`src/rtl/conv_window_indexer_if.sv`:
```
// Handshake and index bundle between the window indexer and its consumers.
// master = indexer side, slave = controller/datapath side.
`timescale 1ns/1ps
interface conv_window_indexer_if #(
    parameter int WIDTH_BIT = 8
);
    logic                 start;
    logic                 clear;
    logic                 ready;
    logic                 valid;
    logic [WIDTH_BIT-1:0] out_row;
    logic [WIDTH_BIT-1:0] out_col;
    logic [WIDTH_BIT-1:0] k_row;
    logic [WIDTH_BIT-1:0] k_col;
    logic [WIDTH_BIT-1:0] ch;
    logic [WIDTH_BIT-1:0] in_row;
    logic [WIDTH_BIT-1:0] in_col;
    logic                 win_first;
    logic                 win_last;
    logic                 frame_last;
    logic                 busy;
    logic                 done;

    modport master (
        input  start, clear, ready,
        output valid, out_row, out_col, k_row, k_col, ch, in_row, in_col,
               win_first, win_last, frame_last, busy, done
    );

    modport slave (
        output start, clear, ready,
        input  valid, out_row, out_col, k_row, k_col, ch, in_row, in_col,
               win_first, win_last, frame_last, busy, done
    );
endinterface

```
`src/rtl/conv_window_indexer.sv`:
```
// Walks every output position / channel / kernel element of a 2-D convolution,
// emitting registered coordinates and window/frame flags on a valid/ready stream.
//
// state | meaning
// IDLE  | waiting for start, all outputs 0
// RUN   | streaming beats, valid = busy = 1
// DONE  | one-cycle done pulse after the frame_last beat is accepted
`timescale 1ns/1ps
module conv_window_indexer #(
    parameter int IN_ROWS   = 5,
    parameter int IN_COLS   = 5,
    parameter int K_SIZE    = 3,
    parameter int STRIDE    = 1,
    parameter int CHANNELS  = 1,
    parameter int WIDTH_BIT = 8
) (
    input logic                  clock,
    input logic                  reset,
    conv_window_indexer_if.master bus
);

    localparam int OUT_ROWS = (IN_ROWS - K_SIZE) / STRIDE + 1;
    localparam int OUT_COLS = (IN_COLS - K_SIZE) / STRIDE + 1;

    localparam logic [WIDTH_BIT-1:0] K_LAST  = WIDTH_BIT'(K_SIZE - 1);
    localparam logic [WIDTH_BIT-1:0] CH_LAST = WIDTH_BIT'(CHANNELS - 1);
    localparam logic [WIDTH_BIT-1:0] OR_LAST = WIDTH_BIT'(OUT_ROWS - 1);
    localparam logic [WIDTH_BIT-1:0] OC_LAST = WIDTH_BIT'(OUT_COLS - 1);
    localparam logic [WIDTH_BIT-1:0] STEP    = WIDTH_BIT'(STRIDE);
    localparam logic [WIDTH_BIT-1:0] ONE     = WIDTH_BIT'(1);
    localparam logic [WIDTH_BIT-1:0] ZERO    = '0;

    typedef enum logic [1:0] {
        IDLE = 2'd0,
        RUN  = 2'd1,
        DONE = 2'd2
    } state_t;

    state_t state;
    state_t state_next;

    logic load;
    logic step;
    logic flush;

    logic [WIDTH_BIT-1:0] out_row_q, out_col_q, ch_q, k_row_q, k_col_q;
    logic [WIDTH_BIT-1:0] out_row_n, out_col_n, ch_n, k_row_n, k_col_n;
    logic [WIDTH_BIT-1:0] row_base_q, col_base_q;
    logic [WIDTH_BIT-1:0] row_base_n, col_base_n;
    logic [WIDTH_BIT-1:0] in_row_q, in_col_q;
    logic [WIDTH_BIT-1:0] in_row_n, in_col_n;
    logic                 win_first_q, win_last_q, frame_last_q;
    logic                 win_first_n, win_last_n, frame_last_n;

    logic accept;
    logic kc_wrap, kr_wrap, ch_wrap, oc_wrap, or_wrap;
    logic frame_end;
    logic run_n;

    assign accept    = (state == RUN) && bus.ready;
    assign kc_wrap   = (k_col_q   == K_LAST);
    assign kr_wrap   = (k_row_q   == K_LAST);
    assign ch_wrap   = (ch_q      == CH_LAST);
    assign oc_wrap   = (out_col_q == OC_LAST);
    assign or_wrap   = (out_row_q == OR_LAST);
    assign frame_end = kc_wrap && kr_wrap && ch_wrap && oc_wrap && or_wrap;

    always_ff @(posedge clock) begin
        if (reset) begin
            state <= IDLE;
        end else begin
            state <= state_next;
        end
    end

    // clear overrides every other transition and never produces a done pulse
    always_comb begin
        state_next = state;
        load       = 1'b0;
        step       = 1'b0;
        flush      = 1'b0;
        case (state)
            IDLE: begin
                if (bus.start) begin
                    state_next = RUN;
                    load       = 1'b1;
                end
            end
            RUN: begin
                if (accept) begin
                    if (frame_end) begin
                        state_next = DONE;
                        flush      = 1'b1;
                    end else begin
                        step = 1'b1;
                    end
                end
            end
            DONE: begin
                state_next = IDLE;
            end
            default: begin
                state_next = IDLE;
                flush      = 1'b1;
            end
        endcase
        if (bus.clear) begin
            state_next = IDLE;
            load       = 1'b0;
            step       = 1'b0;
            flush      = 1'b1;
        end
    end

    // Nested counters; row/col bases track out_*·STRIDE by accumulation so the
    // input coordinate is a single add ahead of the output register.
    always_comb begin
        out_row_n  = out_row_q;
        out_col_n  = out_col_q;
        ch_n       = ch_q;
        k_row_n    = k_row_q;
        k_col_n    = k_col_q;
        row_base_n = row_base_q;
        col_base_n = col_base_q;
        if (load || flush) begin
            out_row_n  = ZERO;
            out_col_n  = ZERO;
            ch_n       = ZERO;
            k_row_n    = ZERO;
            k_col_n    = ZERO;
            row_base_n = ZERO;
            col_base_n = ZERO;
        end else if (step) begin
            k_col_n = k_col_q + ONE;
            if (kc_wrap) begin
                k_col_n = ZERO;
                k_row_n = k_row_q + ONE;
                if (kr_wrap) begin
                    k_row_n = ZERO;
                    ch_n    = ch_q + ONE;
                    if (ch_wrap) begin
                        ch_n       = ZERO;
                        out_col_n  = out_col_q + ONE;
                        col_base_n = col_base_q + STEP;
                        if (oc_wrap) begin
                            out_col_n  = ZERO;
                            col_base_n = ZERO;
                            out_row_n  = out_row_q + ONE;
                            row_base_n = row_base_q + STEP;
                            if (or_wrap) begin
                                out_row_n  = ZERO;
                                row_base_n = ZERO;
                            end
                        end
                    end
                end
            end
        end
    end

    assign run_n    = (state_next == RUN);
    assign in_row_n = row_base_n + k_row_n;
    assign in_col_n = col_base_n + k_col_n;

    always_comb begin
        win_first_n  = 1'b0;
        win_last_n   = 1'b0;
        frame_last_n = 1'b0;
        if (run_n) begin
            win_first_n  = (ch_n == ZERO) && (k_row_n == ZERO) && (k_col_n == ZERO);
            win_last_n   = (ch_n == CH_LAST) && (k_row_n == K_LAST) && (k_col_n == K_LAST);
            frame_last_n = win_last_n && (out_row_n == OR_LAST) && (out_col_n == OC_LAST);
        end
    end

    always_ff @(posedge clock) begin
        if (reset) begin
            out_row_q    <= ZERO;
            out_col_q    <= ZERO;
            ch_q         <= ZERO;
            k_row_q      <= ZERO;
            k_col_q      <= ZERO;
            row_base_q   <= ZERO;
            col_base_q   <= ZERO;
            in_row_q     <= ZERO;
            in_col_q     <= ZERO;
            win_first_q  <= 1'b0;
            win_last_q   <= 1'b0;
            frame_last_q <= 1'b0;
        end else begin
            out_row_q    <= out_row_n;
            out_col_q    <= out_col_n;
            ch_q         <= ch_n;
            k_row_q      <= k_row_n;
            k_col_q      <= k_col_n;
            row_base_q   <= row_base_n;
            col_base_q   <= col_base_n;
            in_row_q     <= in_row_n;
            in_col_q     <= in_col_n;
            win_first_q  <= win_first_n;
            win_last_q   <= win_last_n;
            frame_last_q <= frame_last_n;
        end
    end

    assign bus.valid      = (state == RUN);
    assign bus.busy       = (state == RUN);
    assign bus.done       = (state == DONE);
    assign bus.out_row    = out_row_q;
    assign bus.out_col    = out_col_q;
    assign bus.ch         = ch_q;
    assign bus.k_row      = k_row_q;
    assign bus.k_col      = k_col_q;
    assign bus.in_row     = in_row_q;
    assign bus.in_col     = in_col_q;
    assign bus.win_first  = win_first_q;
    assign bus.win_last   = win_last_q;
    assign bus.frame_last = frame_last_q;

endmodule

```
`src/flat_wrapper.sv`:
```
// flat-port wrapper written by rule: the top's interface ports become plain ports
module conv_window_indexer_flat 
#(
    parameter int IN_ROWS   = 5,
    parameter int IN_COLS   = 5,
    parameter int K_SIZE    = 3,
    parameter int STRIDE    = 1,
    parameter int CHANNELS  = 1,
    parameter int WIDTH_BIT = 8
)
  (clock, reset, bus_start, bus_clear, bus_ready, bus_valid, bus_out_row, bus_out_col, bus_k_row, bus_k_col, bus_ch, bus_in_row, bus_in_col, bus_win_first, bus_win_last, bus_frame_last, bus_busy, bus_done);
  conv_window_indexer_if #(.WIDTH_BIT(WIDTH_BIT)) bus_i ();
  input logic clock;
  input logic reset;
  input wire logic [$bits(bus_i.start)-1:0] bus_start;
  input wire logic [$bits(bus_i.clear)-1:0] bus_clear;
  input wire logic [$bits(bus_i.ready)-1:0] bus_ready;
  output wire logic [$bits(bus_i.valid)-1:0] bus_valid;
  output wire logic [$bits(bus_i.out_row)-1:0] bus_out_row;
  output wire logic [$bits(bus_i.out_col)-1:0] bus_out_col;
  output wire logic [$bits(bus_i.k_row)-1:0] bus_k_row;
  output wire logic [$bits(bus_i.k_col)-1:0] bus_k_col;
  output wire logic [$bits(bus_i.ch)-1:0] bus_ch;
  output wire logic [$bits(bus_i.in_row)-1:0] bus_in_row;
  output wire logic [$bits(bus_i.in_col)-1:0] bus_in_col;
  output wire logic [$bits(bus_i.win_first)-1:0] bus_win_first;
  output wire logic [$bits(bus_i.win_last)-1:0] bus_win_last;
  output wire logic [$bits(bus_i.frame_last)-1:0] bus_frame_last;
  output wire logic [$bits(bus_i.busy)-1:0] bus_busy;
  output wire logic [$bits(bus_i.done)-1:0] bus_done;
  assign bus_i.start = bus_start;
  assign bus_i.clear = bus_clear;
  assign bus_i.ready = bus_ready;
  assign bus_valid = bus_i.valid;
  assign bus_out_row = bus_i.out_row;
  assign bus_out_col = bus_i.out_col;
  assign bus_k_row = bus_i.k_row;
  assign bus_k_col = bus_i.k_col;
  assign bus_ch = bus_i.ch;
  assign bus_in_row = bus_i.in_row;
  assign bus_in_col = bus_i.in_col;
  assign bus_win_first = bus_i.win_first;
  assign bus_win_last = bus_i.win_last;
  assign bus_frame_last = bus_i.frame_last;
  assign bus_busy = bus_i.busy;
  assign bus_done = bus_i.done;
  conv_window_indexer #(.IN_ROWS(IN_ROWS), .IN_COLS(IN_COLS), .K_SIZE(K_SIZE), .STRIDE(STRIDE), .CHANNELS(CHANNELS), .WIDTH_BIT(WIDTH_BIT)) u_core (.clock(clock), .reset(reset), .bus(bus_i));
endmodule
```
`config.mk`:
```
export PLATFORM = sky130hd
export DESIGN_NAME = conv_window_indexer_flat
export DESIGN_NICKNAME = d
export VERILOG_FILES = /design/src/rtl/conv_window_indexer_if.sv /design/src/rtl/conv_window_indexer.sv /design/src/flat_wrapper.sv
export SDC_FILE = /design/constraint.sdc
export NUM_CORES = 1
export LEC_CHECK = 0
export BUFFER_PORTS_ARGS = -buffer_cell sky130_fd_sc_hd__buf_4
export CAP_MARGIN = 20
export CELL_PAD_IN_SITES_DETAIL_PLACEMENT = 1
export CELL_PAD_IN_SITES_GLOBAL_PLACEMENT = 1
export CORE_ASPECT_RATIO = 1.1
export CORE_MARGIN = 2
export CORE_UTILIZATION = 29
export DETAILED_ROUTE_END_ITERATION = 7
export GPL_TIMING_DRIVEN = 0
export HOLD_SLACK_MARGIN = 0.03
export PLACE_DENSITY_LB_ADDON = 0.1
export SLEW_MARGIN = 20
export SYNTH_ARGS = -nofsm -noshare
export SYNTH_HDL_FRONTEND = slang
export SYNTH_SLANG_ARGS = --single-unit
```
`constraint.sdc`:
```
create_clock -name clock -period 7.3 [get_ports clock]
set_clock_uncertainty 0.1 [all_clocks]
set_input_delay 0.73 -clock clock [delete_from_list [all_inputs] [get_ports clock]]
set_output_delay 0.73 -clock clock [all_outputs]
set_load 0.02 [all_outputs]
```
**Yosys cells after proc, flatten, opt, wreduce, memory -nomap -nowiden**

Index checks and enable logic that the tools add are counted.

- Bitwise gates (word level): 1
- Reduce and logical (&&, ||, !) cells: 19
- Equal/unequal tests: 11
- Multiplexer cells: 54
- $add $sub $neg: 9

Operator list:

| operator | number |
|---|---|
| 2-to-1 mux 8 bit | 38 |
| equality test 8 x 2 -> 1 bit (second input constant) | 8 |
| adder 8 x 1 -> 8 bit (second input constant) | 7 |
| logical NOT 8 bit | 4 |
| adder 8 bit | 2 |
| logical AND 1 bit | 11 |
| 2-to-1 mux 1 bit | 10 |
| 2-to-1 mux 2 bit | 4 |
| equality test 2 x 1 -> 1 bit (second input constant) | 2 |
| case mux 2 bit (2 select lines) | 1 |
| OR reduction 2 bit | 2 |
| equality test 2 bit (second input constant) | 1 |
| logical NOT 2 bit | 1 |
| case mux 1 bit (2 select lines) | 1 |
| logical OR 1 bit | 1 |
| NOT 1 bit | 1 |

- Bits of input ports: 5
- Output and inout port bits: 62
- Flip-flop bits (word level): 77
- Logic and storage cells: 107

**Depth between registers and ports, before layout**

- Word-level depth: 16
- Gate-level depth with buffers: 19
- Depth with buffers taken out: 18

**Worst setup path before layout**

Ideal clock, no wire load.

- Path type: register -> register
- From: reg u_core.k_col_q[1], in the netlist u_core.bus.k_col[1]
- To: reg u_core.in_col_q[6], in the netlist u_core.bus.in_col[6]
- Data arrival time: 3866 ps
- Period minus slack after synthesis: 4094 ps
- Path buffers: 1
- Stages on the path, launching flop included: 17
- Slack: 3206 ps
- Data required time: 7072 ps
- Library setup time: 128 ps
- Path through: dfxtp_1 -> ha_1 -> or3b_2 -> or3_4 -> nor4_1 -> nand2_1 -> nand2_1 -> clkbuf_1 -> nor2_1 -> ha_1 -> nor2b_1 -> o21ai_0 -> nand2b_1 -> a21o_1 -> a21oi_1 -> xor2_1 -> nor2_1

- Cells in the longest elaborated chain, start to end: 12
- Elaborated cells between the ends (all ways): 22
- Classes of those cells: 2 x add/sub; 1 x eq/ne; 14 x mux; 5 x reduce/logical

RTL lines:

| element | RTL line | text |
|---|---|---|
| from (decl) | conv_window_indexer.sv:46 | `logic [WIDTH_BIT-1:0] out_row_q, out_col_q, ch_q, k_row_q, k_col_q;` |
| from (signal assigned) | conv_window_indexer.sv:195 | `k_col_q <= k_col_n;` |
| equality test 8 x 2 -> 1 bit (*) | conv_window_indexer.sv:61 | `assign kc_wrap = (k_col_q == K_LAST);` |
| logical AND 1 bit (4 in series) | conv_window_indexer.sv:66 | `assign frame_end = kc_wrap && kr_wrap && ch_wrap && oc_wrap && or_wrap;` |
| 2-to-1 mux 1 bit | conv_window_indexer.sv:91 | `if (frame_end) begin` |
| 2-to-1 mux 1 bit | conv_window_indexer.sv:90 | `if (accept) begin` |
| case mux 1 bit (2 select lines) / 2-to-1 mux 1 bit (equally long branches) | conv_window_indexer.sv:82 | `case (state)` |
| 2-to-1 mux 1 bit | conv_window_indexer.sv:107 | `if (bus.clear) begin` |
| logical OR 1 bit / 2-to-1 mux 8 bit (equally long branches) | conv_window_indexer.sv:125, conv_window_indexer.sv:133 |  |
| 2-to-1 mux 8 bit (*) | conv_window_indexer.sv:125 | `if (load \|\| flush) begin` |
| named net u_core.col_base_n[2] | conv_window_indexer.sv:49 | `logic [WIDTH_BIT-1:0] row_base_n, col_base_n;` |
| adder 8 bit (*) | conv_window_indexer.sv:163 | `assign in_col_n = col_base_n + k_col_n;` |
| to (signal assigned) | conv_window_indexer.sv:199 | `in_col_q <= in_col_n;` |
| to (decl) | conv_window_indexer.sv:50 | `logic [WIDTH_BIT-1:0] in_row_q, in_col_q;` |

Mark *: on every way through the listed nets, which the timed path passes. The rest lies on a longest branch.
A chain may end at the register's enable or synchronous reset.

**Worst setup path after layout**

- From: reg u_core.k_row_q[2], in the netlist u_core.bus.k_row[2]
- To: reg u_core.in_col_q[6], in the netlist u_core.bus.in_col[6]

- Cells in the longest elaborated chain, start to end: 12
- Elaborated cells between the ends (all ways): 21
- Classes of those cells: 1 x add/sub; 1 x eq/ne; 14 x mux; 5 x reduce/logical

RTL lines:

| element | RTL line | text |
|---|---|---|
| from (decl) | conv_window_indexer.sv:46 |  |
| from (signal assigned) | conv_window_indexer.sv:194 | `k_row_q <= k_row_n;` |
| equality test 8 x 2 -> 1 bit (*) | conv_window_indexer.sv:62 | `assign kr_wrap = (k_row_q == K_LAST);` |
| logical AND 1 bit (4 in series) | conv_window_indexer.sv:66 |  |
| 2-to-1 mux 1 bit | conv_window_indexer.sv:91 |  |
| 2-to-1 mux 1 bit | conv_window_indexer.sv:90 |  |
| case mux 1 bit (2 select lines) / 2-to-1 mux 1 bit (equally long branches) | conv_window_indexer.sv:82 |  |
| 2-to-1 mux 1 bit | conv_window_indexer.sv:107 |  |
| logical OR 1 bit / 2-to-1 mux 8 bit (equally long branches) | conv_window_indexer.sv:125, conv_window_indexer.sv:133 |  |
| 2-to-1 mux 8 bit (*) | conv_window_indexer.sv:125 |  |
| named net u_core.col_base_n[2] | conv_window_indexer.sv:49 |  |
| adder 8 bit (*) | conv_window_indexer.sv:163 |  |

Marks and branches as above.

==> impl_metrics.toml <==
[status]
outcome = "completed"

[grt]
grt_first_pass_wirelength_um = 23900
grt_overflow_total = 0
grt_pass1_vias = 4445
antenna_found_initial = 0
grt_max_degree = 13
global_route.usage.total = 0.189

[cts]
tritoncts = "built"
numCtsBuffers = 9
clockRootBuffer = "clkbuf_16"
htreeDepth = 3
ctsResizeCount = 0
postCtsHoldBufs = 0
post_cts_buffers = 0
clk_pin_slew_worst_paths_ns = 0.06
cts_buffer_depth = 2
clock_sinks = 77
clock_latency_ns = 0.35

[drt]
route.met3.wl_um = 412
drt_iter0_markers = 179
post_drt_wl_per_cell_um = 18.1
drc = 0
firstDrtPassIters = 4
vias = 4265
wl_met2_um = 7480
routed_via_density = 5.17
routed.top_layer = "met4"
wl_um = 14900
drt-met1-wl_um = 6810
antenna_left = 0

[critical_path]
cpPeakStageDelay_ns = 1.03
r2r_slack_ns = 2.17
cp.required_ns = 7.40
crit_buf_inv = 1
path_cells = "nor4_1 > nand3_1 > nor4_1 > nand2_1 > nand2_1 > clkbuf_1 > nor2_1 > ha_1 > nor2b_1 > o21ai_0 > nand2b_1 > a21o_1 > a21oi_1 > xor2_1 > nor2_1"
cp.arrival_ns = 5.23
end_kind = "flop"
crit_fanout = 10
reg2reg_to = "u_core.bus.in_col[6]$_SDFF_PP0_"
reg2reg_from = "u_core.bus.k_row[2]$_SDFF_PP0_"
startpoint_type = "flop"
worstSetupPathType = "flop to flop"
cp_top_family = "simple AND/OR/NAND/NOR gates"
reg2reg_depth = 15
crit_path_top_delay_cell = "nor4_1"

[timing]
worst_pin_slew_ns = 1.04
drv_slew = 0
timing.final.crit_share = 0.703
tns_ns = 0
hold_violations = 0
holdWs_ns = 0.442
finalSetupViolations = 0
period_minus_slack_ns = 5.13
max_freq_mhz = 195
rsz0062_at_grt = "false"
relSlewSlack = 0.301

[die]
die_area_um2 = 16400
core_um2 = 15100
die_w_um = 122
ios = 67
initial_core_util = 0.296
rows = 47
die_height_um = 134

[layout]
fin_nets = 657
antenna_cells = 0
fill_cells = 1871
drive_gt1_frac = 0.157
final_cell_mix = "83 x nor2_1, 77 x dfxtp_1, 67 x buf_4, 43 x nor3_1, 38 x nand2_1"
area_growth_pct = 24.1
ff_latch_area_um2 = 1540
final_area_um2 = 5520
final_core_util = 0.367
layout_commonest_cell = "nor2_1"
multi_input_area_um2 = 2760

[place]
placed_cell_area_um2 = 5200
place_congestion = 0.837
post-dp-hpwl_um = 11600
port_buffers = 66

[worst_hold_path]
whs_path_depth = 2
whs_endpoint = "u_core.bus.ch[1]$_SDFF_PP0_"
hold_start = "u_core.bus.ch[1]$_SDFF_PP0_"
hold_class = "flop to flop"

[synth]
synth_cells = 547
async_flop_share = 0
synth_edf_count = 0
ys_seq_area_frac = 0.346
syn-num-nets = 580
synth_cell_types = 57
synth_flop_cell = "dfxtp_1"
avgSynthCellArea_um2 = 8.14
ys_warn_count = 0
yosys_register_bits = 77
syn_area_um2 = 4450

[pwr]
leakagePower_nw = 2.19
power_uw = 954
p_per_area_nw_per_um2 = 173
vdd_drop_max_v = 0.000113

[job]
maxCapViolCount = 0
## Yosys cell counts (all sizes together) (3+ instances only)
master / count / area, um2
nor2: 83 / 312
dfxtp: 77 / 1540
nor3: 44 / 225
nand2: 38 / 143
nand3: 28 / 140
xnor2: 28 / 245
ha: 26 / 325
xor2: 23 / 201
a21oi: 20 / 100
clkbuf: 20 / 75.1
nand4: 18 / 113
o21ai: 13 / 65.1
inv: 12 / 45.0
nor2b: 12 / 75.1
and3: 11 / 68.8
nor4: 11 / 90.1
a21o: 10 / 75.1
and4: 6 / 52.6
buf: 6 / 35.0
a211oi: 5 / 37.5
mux2i: 5 / 50.1
nor3b: 5 / 37.5
a31oi: 4 / 25.0
o211ai: 4 / 30.0
o21a: 4 / 30.0
or2: 4 / 25.0
nand2b: 3 / 18.8
o31ai: 3 / 27.5
## power by group
group	internal [mW]	total [mW]	switching (mW)	leakage, nW
clock network	0.317	0.500	0.183	0.163
logic	0.00768	0.0327	0.0250	1.40
registers	0.421	0.421	0.000226	0.620
## through the flow
stage | cells | worst slack, ns
2_1_floorplan | 547 | 3.21
3_3_place_gp | 809 | 2.09
3_5_place_dp | 809 | 2.11
4_1_cts | 825 | 2.23
5_1_grt | 825 | 1.80
6_report | 825 | 2.17
## state kept, by name, indices dropped and copies added (netlist names), 8 cells and up
name / count
u_core.bus.ch: 8
u_core.bus.in_col: 8
u_core.bus.in_row: 8
u_core.bus.k_col: 8
u_core.bus.k_row: 8
u_core.bus.out_col: 8
u_core.bus.out_row: 8
u_core.col_base_q: 8
u_core.row_base_q: 8
## per-layer routing
layer,global-route usage,vias to the layer above
met5,0,-
met4,0.0511,0
met3,0.0361,15
met2,0.332,57
met1,0.235,2105
li1,-,2088
## how the worst max path moves through the flow
stage          depth (start not counted)                      startpoint                         endpoint  slack (ns)
3_3_place_gp                          17                       bus_clear  u_core.bus.in_col[6]$_SDFF_PP0_        2.09
2_1_floorplan                         16  u_core.bus.k_col[1]$_SDFF_PP0_  u_core.bus.in_col[6]$_SDFF_PP0_        3.21
4_1_cts                               15  u_core.bus.k_row[2]$_SDFF_PP0_  u_core.bus.in_col[6]$_SDFF_PP0_        2.23
5_1_grt                               15  u_core.bus.k_row[2]$_SDFF_PP0_  u_core.bus.in_col[6]$_SDFF_PP0_        1.80
3_5_place_dp                          17                       bus_clear  u_core.bus.in_col[6]$_SDFF_PP0_        2.11
6_report                              15  u_core.bus.k_row[2]$_SDFF_PP0_  u_core.bus.in_col[6]$_SDFF_PP0_        2.17
## cells by family after synthesis
family / synth area share
flip-flops: 0.346
XOR/XNOR: 0.100
adder cells (fa/ha/maj): 0.0821
AO/OA/AOI/OAI: 0.103
buffers and inverters: 0.0349
multiplexers: 0.0112
AND/OR/NAND/NOR: 0.322
## worst reg2reg max path: cells and delay by family, from the launching register on
| family | cells | cell delay (ns) |
|---|---|---|
| and+or+nand+nor | 9 | 3.11 |
| DFF | 1 | 0.38 |
| buffers and inverters | 1 | 0.37 |
| adders and majority gates | 1 | 0.34 |
| xor gates and xnor gates | 1 | 0.17 |
| AOI/OAI and AO/OA | 3 | 0.51 |
## layout make-up
cell class                      count  area share
Clock buffer                       12      0.0464
Timing Repair Buffer               66      0.0897
Inverter                           12     0.00816
Tap cell                          196      0.0444
Sequential cell                    77       0.279
Buffer                             26      0.0199
Clock inverter                      4      0.0127
Multi-Input combinational cell    432       0.500
Power figures use the tool's default switching activity.
